### src/rtl/decode_stage.sv
// RV32I decode stage: decodes IF/ID, reads the register file, detects load-use hazards
// and registers the result into ID/EX. Define DECODE_ILLEGAL_EN to flag illegal opcodes.
module decode_stage #(
  parameter int DATA_W = 32
) (
  input  logic              clk,
  input  logic              rst,
  input  logic              if_valid,
  input  logic [31:0]       if_instr,
  input  logic [31:0]       if_pc,
  output logic              if_ready,
  output logic [4:0]        rf_rs1,
  output logic [4:0]        rf_rs2,
  input  logic [DATA_W-1:0] rf_rd1,
  input  logic [DATA_W-1:0] rf_rd2,
  input  logic              ex_stall,
  input  logic              ex_flush,
  output logic              id_valid,
  output logic [31:0]       id_pc,
  output logic [DATA_W-1:0] id_rs1_data,
  output logic [DATA_W-1:0] id_rs2_data,
  output logic [DATA_W-1:0] id_imm,
  output logic [4:0]        id_rs1,
  output logic [4:0]        id_rs2,
  output logic [4:0]        id_rd,
  output logic [2:0]        id_funct3,
  output logic [3:0]        id_alu_op,
  output logic              id_alu_src,
  output logic              id_pc_src_a,
  output logic              id_mem_read,
  output logic              id_mem_write,
  output logic              id_reg_write,
  output logic              id_branch,
  output logic              id_jump,
  output logic              id_jalr,
  output logic              id_illegal
);

  localparam logic [6:0] OPC_LUI    = 7'b0110111;
  localparam logic [6:0] OPC_AUIPC  = 7'b0010111;
  localparam logic [6:0] OPC_JAL    = 7'b1101111;
  localparam logic [6:0] OPC_JALR   = 7'b1100111;
  localparam logic [6:0] OPC_BRANCH = 7'b1100011;
  localparam logic [6:0] OPC_LOAD   = 7'b0000011;
  localparam logic [6:0] OPC_STORE  = 7'b0100011;
  localparam logic [6:0] OPC_OPIMM  = 7'b0010011;
  localparam logic [6:0] OPC_OP     = 7'b0110011;

  localparam logic [3:0] ALU_ADD   = 4'd0;
  localparam logic [3:0] ALU_SUB   = 4'd1;
  localparam logic [3:0] ALU_SLL   = 4'd2;
  localparam logic [3:0] ALU_SLT   = 4'd3;
  localparam logic [3:0] ALU_SLTU  = 4'd4;
  localparam logic [3:0] ALU_XOR   = 4'd5;
  localparam logic [3:0] ALU_SRL   = 4'd6;
  localparam logic [3:0] ALU_SRA   = 4'd7;
  localparam logic [3:0] ALU_OR    = 4'd8;
  localparam logic [3:0] ALU_AND   = 4'd9;
  localparam logic [3:0] ALU_PASSB = 4'd10;

  typedef struct packed {
    logic              valid;
    logic [31:0]       pc;
    logic [DATA_W-1:0] rs1_data;
    logic [DATA_W-1:0] rs2_data;
    logic [DATA_W-1:0] imm;
    logic [4:0]        rs1;
    logic [4:0]        rs2;
    logic [4:0]        rd;
    logic [2:0]        funct3;
    logic [3:0]        alu_op;
    logic              alu_src;
    logic              pc_src_a;
    logic              mem_read;
    logic              mem_write;
    logic              reg_write;
    logic              branch;
    logic              jump;
    logic              jalr;
    logic              illegal;
  } idex_t;

  function automatic logic [3:0] alu_sel(input logic [2:0] f3, input logic f7b5, input logic is_op);
    case (f3)
      3'b000:  alu_sel = (is_op && f7b5) ? ALU_SUB : ALU_ADD;
      3'b001:  alu_sel = ALU_SLL;
      3'b010:  alu_sel = ALU_SLT;
      3'b011:  alu_sel = ALU_SLTU;
      3'b100:  alu_sel = ALU_XOR;
      3'b101:  alu_sel = f7b5 ? ALU_SRA : ALU_SRL;
      3'b110:  alu_sel = ALU_OR;
      default: alu_sel = ALU_AND;
    endcase
  endfunction

  logic [6:0]        opcode;
  logic [4:0]        rs1, rs2, rd;
  logic [2:0]        funct3;
  logic              f7b5;
  logic [DATA_W-1:0] imm_i, imm_s, imm_b, imm_u, imm_j;
  logic              uses_rs1, uses_rs2, hazard;
  idex_t             dec, ex_d, ex_q;

  assign opcode = if_instr[6:0];
  assign rd     = if_instr[11:7];
  assign funct3 = if_instr[14:12];
  assign rs1    = if_instr[19:15];
  assign rs2    = if_instr[24:20];
  assign f7b5   = if_instr[30];
  assign rf_rs1 = rs1;
  assign rf_rs2 = rs2;

  assign imm_i = {{(DATA_W-12){if_instr[31]}}, if_instr[31:20]};
  assign imm_s = {{(DATA_W-12){if_instr[31]}}, if_instr[31:25], if_instr[11:7]};
  assign imm_b = {{(DATA_W-13){if_instr[31]}}, if_instr[31], if_instr[7], if_instr[30:25],
                  if_instr[11:8], 1'b0};
  assign imm_u = {{(DATA_W-31){if_instr[31]}}, if_instr[30:12], 12'b0};
  assign imm_j = {{(DATA_W-21){if_instr[31]}}, if_instr[31], if_instr[19:12], if_instr[20],
                  if_instr[30:21], 1'b0};

  // Unrecognised opcodes fall through the case with every control at 0, i.e. a NOP.
  always_comb begin
    dec          = '0;
    dec.valid    = 1'b1;
    dec.pc       = if_pc;
    dec.rs1_data = rf_rd1;
    dec.rs2_data = rf_rd2;
    dec.imm      = imm_i;
    dec.rs1      = rs1;
    dec.rs2      = rs2;
    dec.rd       = rd;
    dec.funct3   = funct3;
    uses_rs1     = 1'b0;
    uses_rs2     = 1'b0;
    case (opcode)
      OPC_LUI:    begin dec.imm = imm_u; dec.alu_op = ALU_PASSB; dec.alu_src = 1'b1;
                        dec.reg_write = 1'b1; end
      OPC_AUIPC:  begin dec.imm = imm_u; dec.alu_src = 1'b1; dec.pc_src_a = 1'b1;
                        dec.reg_write = 1'b1; end
      OPC_JAL:    begin dec.imm = imm_j; dec.alu_src = 1'b1; dec.pc_src_a = 1'b1;
                        dec.jump = 1'b1; dec.reg_write = 1'b1; end
      OPC_JALR:   begin dec.alu_src = 1'b1; dec.jump = 1'b1; dec.jalr = 1'b1;
                        dec.reg_write = 1'b1; uses_rs1 = 1'b1; end
      OPC_BRANCH: begin dec.imm = imm_b; dec.branch = 1'b1; uses_rs1 = 1'b1; uses_rs2 = 1'b1; end
      OPC_LOAD:   begin dec.alu_src = 1'b1; dec.mem_read = 1'b1; dec.reg_write = 1'b1;
                        uses_rs1 = 1'b1; end
      OPC_STORE:  begin dec.imm = imm_s; dec.alu_src = 1'b1; dec.mem_write = 1'b1;
                        uses_rs1 = 1'b1; uses_rs2 = 1'b1; end
      OPC_OPIMM:  begin dec.alu_op = alu_sel(funct3, f7b5, 1'b0); dec.alu_src = 1'b1;
                        dec.reg_write = 1'b1; uses_rs1 = 1'b1; end
      OPC_OP:     begin dec.alu_op = alu_sel(funct3, f7b5, 1'b1); dec.reg_write = 1'b1;
                        uses_rs1 = 1'b1; uses_rs2 = 1'b1; end
      default:    ;
    endcase
    if (rd == 5'd0) dec.reg_write = 1'b0;
`ifdef DECODE_ILLEGAL_EN
    dec.illegal = !(opcode inside {OPC_LUI, OPC_AUIPC, OPC_JAL, OPC_JALR, OPC_BRANCH,
                                   OPC_LOAD, OPC_STORE, OPC_OPIMM, OPC_OP});
`endif
  end

  assign hazard = ex_q.valid && ex_q.mem_read && (ex_q.rd != 5'd0) && if_valid &&
                  ((uses_rs1 && rs1 == ex_q.rd) || (uses_rs2 && rs2 == ex_q.rd));

  assign if_ready = !rst || ex_flush || (!ex_stall && !hazard);

  // Flush, bubble and empty slots all load an all-zero entry.
  always_comb begin
    ex_d = ex_q;
    if (ex_flush)      ex_d = '0;
    else if (ex_stall) ex_d = ex_q;
    else if (hazard)   ex_d = '0;
    else if (if_valid) ex_d = dec;
    else               ex_d = '0;
  end

  always_ff @(posedge clk) begin
    if (!rst) ex_q <= '0;
    else      ex_q <= ex_d;
  end

  assign id_valid     = ex_q.valid;
  assign id_pc        = ex_q.pc;
  assign id_rs1_data  = ex_q.rs1_data;
  assign id_rs2_data  = ex_q.rs2_data;
  assign id_imm       = ex_q.imm;
  assign id_rs1       = ex_q.rs1;
  assign id_rs2       = ex_q.rs2;
  assign id_rd        = ex_q.rd;
  assign id_funct3    = ex_q.funct3;
  assign id_alu_op    = ex_q.alu_op;
  assign id_alu_src   = ex_q.alu_src;
  assign id_pc_src_a  = ex_q.pc_src_a;
  assign id_mem_read  = ex_q.mem_read;
  assign id_mem_write = ex_q.mem_write;
  assign id_reg_write = ex_q.reg_write;
  assign id_branch    = ex_q.branch;
  assign id_jump      = ex_q.jump;
  assign id_jalr      = ex_q.jalr;
  assign id_illegal   = ex_q.illegal;

endmodule
### config.mk
export PLATFORM = sky130hd
export DESIGN_NAME = decode_stage
export DESIGN_NICKNAME = d
export VERILOG_FILES = /design/src/rtl/decode_stage.sv
export SDC_FILE = /design/constraint.sdc
export NUM_CORES = 1
export LEC_CHECK = 0
export CORE_UTILIZATION = 39
export CTS_BUF_LIST = sky130_fd_sc_hd__clkbuf_16
export CTS_CLUSTER_SIZE = 20
export DETAILED_ROUTE_END_ITERATION = 8
export PLACE_DENSITY = 0.85
export SLEW_MARGIN = 40
export SYNTH_ARGS = -nofsm -noshare
export SYNTH_HDL_FRONTEND = slang
export SYNTH_SLANG_ARGS = --single-unit
### constraint.sdc
create_clock -name clk -period 1.9 [get_ports clk]
set_input_delay 0.19 -clock clk [delete_from_list [all_inputs] [get_ports clk]]
set_output_delay 0.19 -clock clk [all_outputs]
set_load 0.01 [all_outputs]
# ---- Word-level counts from Yosys, hierarchy flattened
# Index checks and enable logic that the tools add are counted.
dict set report totals {
  wordCells 80
  output_inout_bits 171
  ff_bits 160
  in_bits 133
}
dict set report op_classes {
  reduce_logical 24
  muxes 19
  eq_ne 17
  bitwise 1
}
# op n
set ops {}
lappend ops {{two-way mux 160 bit} 2}
lappend ops {{one-hot mux 31 bit (4 select lines)} 1}
lappend ops {{one-hot mux 4 bit (7 select lines)} 2}
lappend ops {{equality test 7 x 6 -> 1 bit, second input constant} 3}
lappend ops {{equality test 7 bit, second input constant} 3}
lappend ops {{equality test 7 x 5 -> 1 bit, second input constant} 2}
lappend ops {{OR reduction 7 bit} 2}
lappend ops {{two-way mux 1 bit} 13}
lappend ops {{one-hot mux 4 bit (3 select lines)} 1}
lappend ops {{equality test 5 bit} 2}
lappend ops {{equality test 3 bit, second input constant} 3}
lappend ops {{OR reduction 2 bit} 4}
lappend ops {{equality test 7 x 2 -> 1 bit, second input constant} 1}
lappend ops {{logical AND 1 bit} 7}
lappend ops {{equality test 3 x 2 -> 1 bit, second input constant} 2}
lappend ops {{OR reduction 6 bit} 1}
lappend ops {{zero test 5 bit} 1}
lappend ops {{nonzero test 5 bit} 1}
lappend ops {{equality test 3 x 1 -> 1 bit, second input constant} 1}
lappend ops {{zero test 1 bit} 3}
lappend ops {{zero test 3 bit} 1}
lappend ops {{logical OR 1 bit} 3}
lappend ops {{OR reduction 3 bit} 1}
lappend ops {{NOT 1 bit} 1}

# ---- Longest topological paths before layout
dict set report logic_depth {
  word_depth 9
  depth_mapped 8
  ltp_nobuf 5
}

# ---- Worst setup path after synthesis
# OpenSTA, ideal clock, no wires.
dict set report synth_path {
  kind {register -> output}
  start {register ex_q (netlist bit id_rd[0])}
  end {output port if_ready}
  path_slack_ps 141
  t_arrival_ps 1569
  path_buffers 1
  required_time_ps 1710
  stages_incl_launch_ff 7
  path_cell_list {dfxtp_1 > or4_1 > nor2_1 > nor3_1 > nand2_1 > clkbuf_1 > a21bo_2}
}
dict set report synth_via {
  elab_chain_len 7
  elab_cells_between_ends 12
  cone_classes {eq/ne: 2; reduce/logical: 10}
}
# item line_no
set synth_rtl {}
lappend synth_rtl {{from (decl)} 102} ;# idex_t dec, ex_d, ex_q;
lappend synth_rtl {{from (signal assigned)} 178} ;# if (!rst) ex_q <= '0;
lappend synth_rtl {{from (signal assigned)} 179} ;# else ex_q <= ex_d;
lappend synth_rtl {{equality test 5 bit / nonzero test 5 bit (equally long branches)} {163, 162}}
lappend synth_rtl {{logical AND 1 bit, on equally long branches} {163, 162}}
lappend synth_rtl {{logical OR 1 bit / logical AND 1 bit (equally long branches)} {163, 162}}
lappend synth_rtl {{logical AND 1 bit *} 162} ;# assign hazard = ex_q.valid && ex_q.mem_read && (ex_q.rd != 5'd0) && if_valid &&
lappend synth_rtl {{zero test 1 bit *} 165} ;# assign if_ready = !rst || ex_flush || (!ex_stall && !hazard);
lappend synth_rtl {{logical AND 1 bit *} 165}
lappend synth_rtl {{logical OR 1 bit *} 165}
lappend synth_rtl {{to (decl)} 11} ;# output logic if_ready,
# Every way passes the cells marked *; elsewhere a longest branch is shown, timed or not.

# ---- Worst setup path after layout
dict set report layout_path {
  start {register ex_q (netlist bit id_rd[0])}
  end {register ex_q (netlist bit id_rs2_data[1])}
}
dict set report layout_via {
  elab_chain_len 5
  elab_cells_between_ends 10
  cone_classes {eq/ne: 2; mux: 1; reduce/logical: 7}
}
# item line_no
set layout_rtl {}
lappend layout_rtl {{equality test 5 bit / nonzero test 5 bit (equally long branches)} {163, 162}}
lappend layout_rtl {{logical AND 1 bit, on equally long branches} {163, 162}}
lappend layout_rtl {{logical OR 1 bit / logical AND 1 bit (equally long branches)} {163, 162}}
lappend layout_rtl {{logical AND 1 bit *} 162}
lappend layout_rtl {{two-way mux 160 bit *} 172} ;# else if (hazard) ex_d = '0;
# Marks and branches as above.
# A chain may end at the register's enable or synchronous reset.

==> results.md <==
Global routing:
- For this run the aggregate overflow at the end of global routing stands at 0.
- The met3 routing resource usage after global routing is 8.07%.
- For met2 alone, demand over resource in global routing was 45.1%.
- The number of antenna violations at the first check in global routing came to 0.
- The met1 layer usage reported by global route is around 29%.
- The global-route total usage across every layer is around 26%.
- The wire length of the first global-routing pass is 29200 um.
- The via count of the first global-routing pass was roughly 5500.
- The busiest metal layer after global routing is met2.
- The largest net degree at the start of global routing is 66.

Timing:
- The maximum clock frequency is 0.504 GHz.
- The final clock period utilization by the worst path is 104%.
- Setup violations remaining at the end of the flow were counted as ~130.
- Setup repair after global routing could not meet its margin everywhere.
- In the post-route analysis, the smallest setup slack over all paths is -85.5 ps.
- The largest clock skew in the final design is between 10 and 15 ps.
- The total count of hold-check failures in the final report is 0.
- The relative slew slack is between 40% and 50%.
- For the pin with the worst max-slew slack, the measured transition is 768 ps.
- The minimum period implied by the final worst setup slack is 1990 ps.
- The count of pins over their slew limit came to 0.

Synth:
- After synthesis, the cell types taking the most area are dfxtp_1, a22o_1, a32o_1, buf_4, buf_6.
- The share of the synthesized area in the top cell type is 55.8%.
- Synthesis instantiated 42 different standard cells from the library.
- After technology mapping, the gate count stands at 487.
- The largest total area in the synthesized netlist belongs to dfxtp_1.
- The number of flops mapped to enable cells by yosys is 0.
- The number of nets in the synthesized netlist is between 600 and 700.
- The sequential area share after synthesis is 55.8%.
- During synthesis, Yosys emitted a total of 0 warnings.
- The synthesized area per cell is 11.7 um^2.
- The synthesized cell area is ~5700 um^2.
- After synthesis the netlist holds a flip-flop and latch count of 159.
- The proportion of register bits with asynchronous set or reset after synthesis is 0%.
- Among all flip-flop cells after synthesis, the most frequent one is dfxtp_1.

Worst hold path:
- In this run the worst hold path is classified as input pin to flop.

Run status:
- The flow ran to the end, but the final reports show violations.
- The final reports fail on negative setup slack.

Cells and area:
- 0 antenna diodes ended up in the layout.
- The area growth from synthesis to layout is 73.9%.
- The count of cells in the finished layout, fillers not included, comes to between 1000 and 1500.
- At the end of the flow, the number of nets in the layout was 944.
- The share of post-route cells with drive strength above 1 is 12.7%.

Drt:
- The initial detailed-routing violation count is approximately 280.
- The remaining antenna violation count after routing is 0.
- After detailed routing, the average wire length per cell comes to 19.9 um.
- The DRC violations left is 0.
- The first detailed-routing pass ran for 5 iterations.
- Using the TritonRoute via totals, the vias-per-cell ratio works out to 5.42.
- Across all layers, the routed design uses around 5400 vias.
- For this block, the routed nets add up to between 15000 and 20000 um of wire.

Place:
- Detailed placement finished with a half-perimeter wire length of 13800 um.
- The worst slack at placement is -530 ps.
- The weighted congestion at the end of routability-driven global placement is 0.801.
- In this run, placement finished with an instance count of 964.
- Input and output buffers added on the ports amount to 302.

CTS:
- The buffer type at the clock tree root is clkbuf_16.
- The clock passes through at most 2 buffers.
- The TritonCTS clock tree is done.
- Clock-pin slew was measured on the worst setup and hold paths at 60 ps.
- The number of levels the H-tree was split into is 4.
- Clock tree synthesis inserted a total of 17 buffers.
- The cts-stage hold buffer count is 0.
- The tree built by TritonCTS fans out to 159 sinks.
- The clock latency of the later-clocked register in the worst-skew pair is 420 ps.

Floorplan:
- The boundary pin count is 304.
- In this run the horizontal extent of the chip is roughly 120 um.
- The area enclosed by the die boundary is 15100 um^2.
- The die is 123 um tall.
- The core region is 14100 um^2.
- Once the floorplan was initialized, standard cells occupied 40.5% of the core.
- The number of cell rows is 43.

Critical path:
- The nature of the critical path startpoint is a flop.
- In this run the number of cells on the critical path is 8.
- The worst reg-to-reg setup slack is -90 ps.
- The highest fanout seen on the critical path is 26.
- The slowest cell on the critical path is or4_4.
- On the worst path, the slowest cell contributes a delay of 540 ps.
- The startpoint of the lowest-slack register-to-register path is id_rd[0].
- Tracing the worst setup path back leads to its startpoint at id_rd[0].
- The end point of the critical path is id_rs2_data[1].
- At the worst endpoint, the arrival time is 2340 ps.
- The critical path goes through or4_4, nor2_4, nor3_4, buf_4, a21oi_4, buf_12, buf_12, a22o_1.
- The top cell family by delay on the critical path is simple AND/OR/NAND/NOR gates.
- The type of the worst setup path is flop to flop.
- The worst register-to-register path ends at id_rs2_data[1].
- The total buffers and inverters traversed by the critical path is 3.
- STA classifies the critical path endpoint as a flop.
- The most frequent cell on the critical path is buf_12.
- The worst register-to-register path has a depth of 8.
- The endpoint required time on the critical path is 2260 ps.

Power:
- For this design the ratio of total power to cell area is 781 nW/um^2.
- VDD sags by at most 833 uV.
- The leakage power total is 3.88 nW.

Job:
- The tool flagged a number of max-cap violations equal to 0.
per-layer routing:
metal / routed length [um] / vias to the layer above
met4: 334 / 0
met1: 7820 / 2635
met3: 1670 / 25
met5: 0 / -
li1: - / 2513
met2: 10100 / 264
cell usage after synthesis (all sizes together) (4+ instances only):
library cell and n:
dfxtp 159, a22o 142, buf 31, clkbuf 25, a32o 24, nand2 21
a21o 13, xnor2 10, nor2 8, a21oi 5, nand3 4, nor2b 4
nor3 4
power breakdown:
group | total [mW] | switching, mW | internal (mW)
combinational | 0.861 | 0.330 | 0.531
clock | 3.44 | 1.38 | 2.06
sequential | 3.44 | 0.0386 | 3.40
worst reg2reg max path, delay by kind of cell, from the launching register on:
family | cells | cell delay [ps]
DFF | 1 | 330
and+or+nand+nor | 3 | 720
buffers and inverters | 3 | 530
AOI/OAI and AO/OA | 2 | 340
area by class of cell:
type	instances	area [um^2]
tap	180	225
fill	987	4180
clock buffer	17	425
timing repair buffer	361	3690
multi-input combinational	269	2210
inverter	3	11.3
clock inverter	15	169
sequential	159	3190
layout by cell type (no fill, tap or decap), drive strengths merged, types with 2 or more instances in the layout:
cell	n
nor3	4
nand4b	2
xnor2	10
dlygate4sd2	2
dfxtp	159
and2	3
a21oi	5
clkinv	6
buf	57
clkbuf	20
mux2i	2
nand4	2
o22ai	3
nor2	8
nand2	21
clkdlybuf4s50	299
a21o	13
and3	3
a22o	142
a32o	24
or4	2
inv	8
bufinv	3
nand3	4
nor2b	4
flip-flops by register name, indices dropped and copies added (netlist names), 4 cells and up:
register / count
id_alu_op: 4
id_imm: 32
id_pc: 32
id_rd: 5
id_rs1: 5
id_rs1_data: 32
id_rs2: 5
id_rs2_data: 32
cells by family (layout without fill, tap and decap cells):
logic type      Yosys count  count (layout)  synth area share (%)
mux                       3               3                 0.548
simple gates             61              61                  5.75
buf+inv                  59             396                  6.36
xor+xnor                 10              10                  1.54
other cells               1               1                0.0657
flops                   159             159                  55.8
compound gates          194             194                  29.9
through the flow:
| step | hold slack, ps | utilization [%] | setup TNS [ps] | power (mW) | cell area (um^2) |
|---|---|---|---|---|---|
| 3_3_place_gp | 450 | 64.2 | -34430 | 4.30 | 9060 |
| 6_report | 360 | 70.4 | -5090 | 7.74 | 9920 |
| 5_1_grt | 349 | 70.4 | -15060 | 8.01 | 9920 |
| 3_5_place_dp | 453 | 64.2 | -47640 | 4.32 | 9060 |
| 4_1_cts | 341 | 69.8 | -715 | 7.79 | 9840 |
| 2_1_floorplan | 316 | - | 0 | 3.78 | 5700 |
worst min path at each step:
stage | from | endpoint | depth (start not counted)
3_3_place_gp | id_imm[7] | id_imm[7] | 1
3_5_place_dp | id_imm[8] | id_imm[8] | 1
4_1_cts | rf_rd2[4] | id_rs2_data[4] | 2
6_report | rf_rd2[4] | id_rs2_data[4] | 2
2_1_floorplan | if_instr[13] | id_funct3[1] | 1
5_1_grt | rf_rd2[25] | id_rs2_data[25] | 2
repair_timing:
action | CTS | global route
gates cloned | 3 | 3
pin swaps | 8 | 10
buffers inserted | 3 | 0
setup endpoints to repair | 145 | 151
resized for setup | 30 | 8
Note: power is estimated with default switching activity, not from simulation.
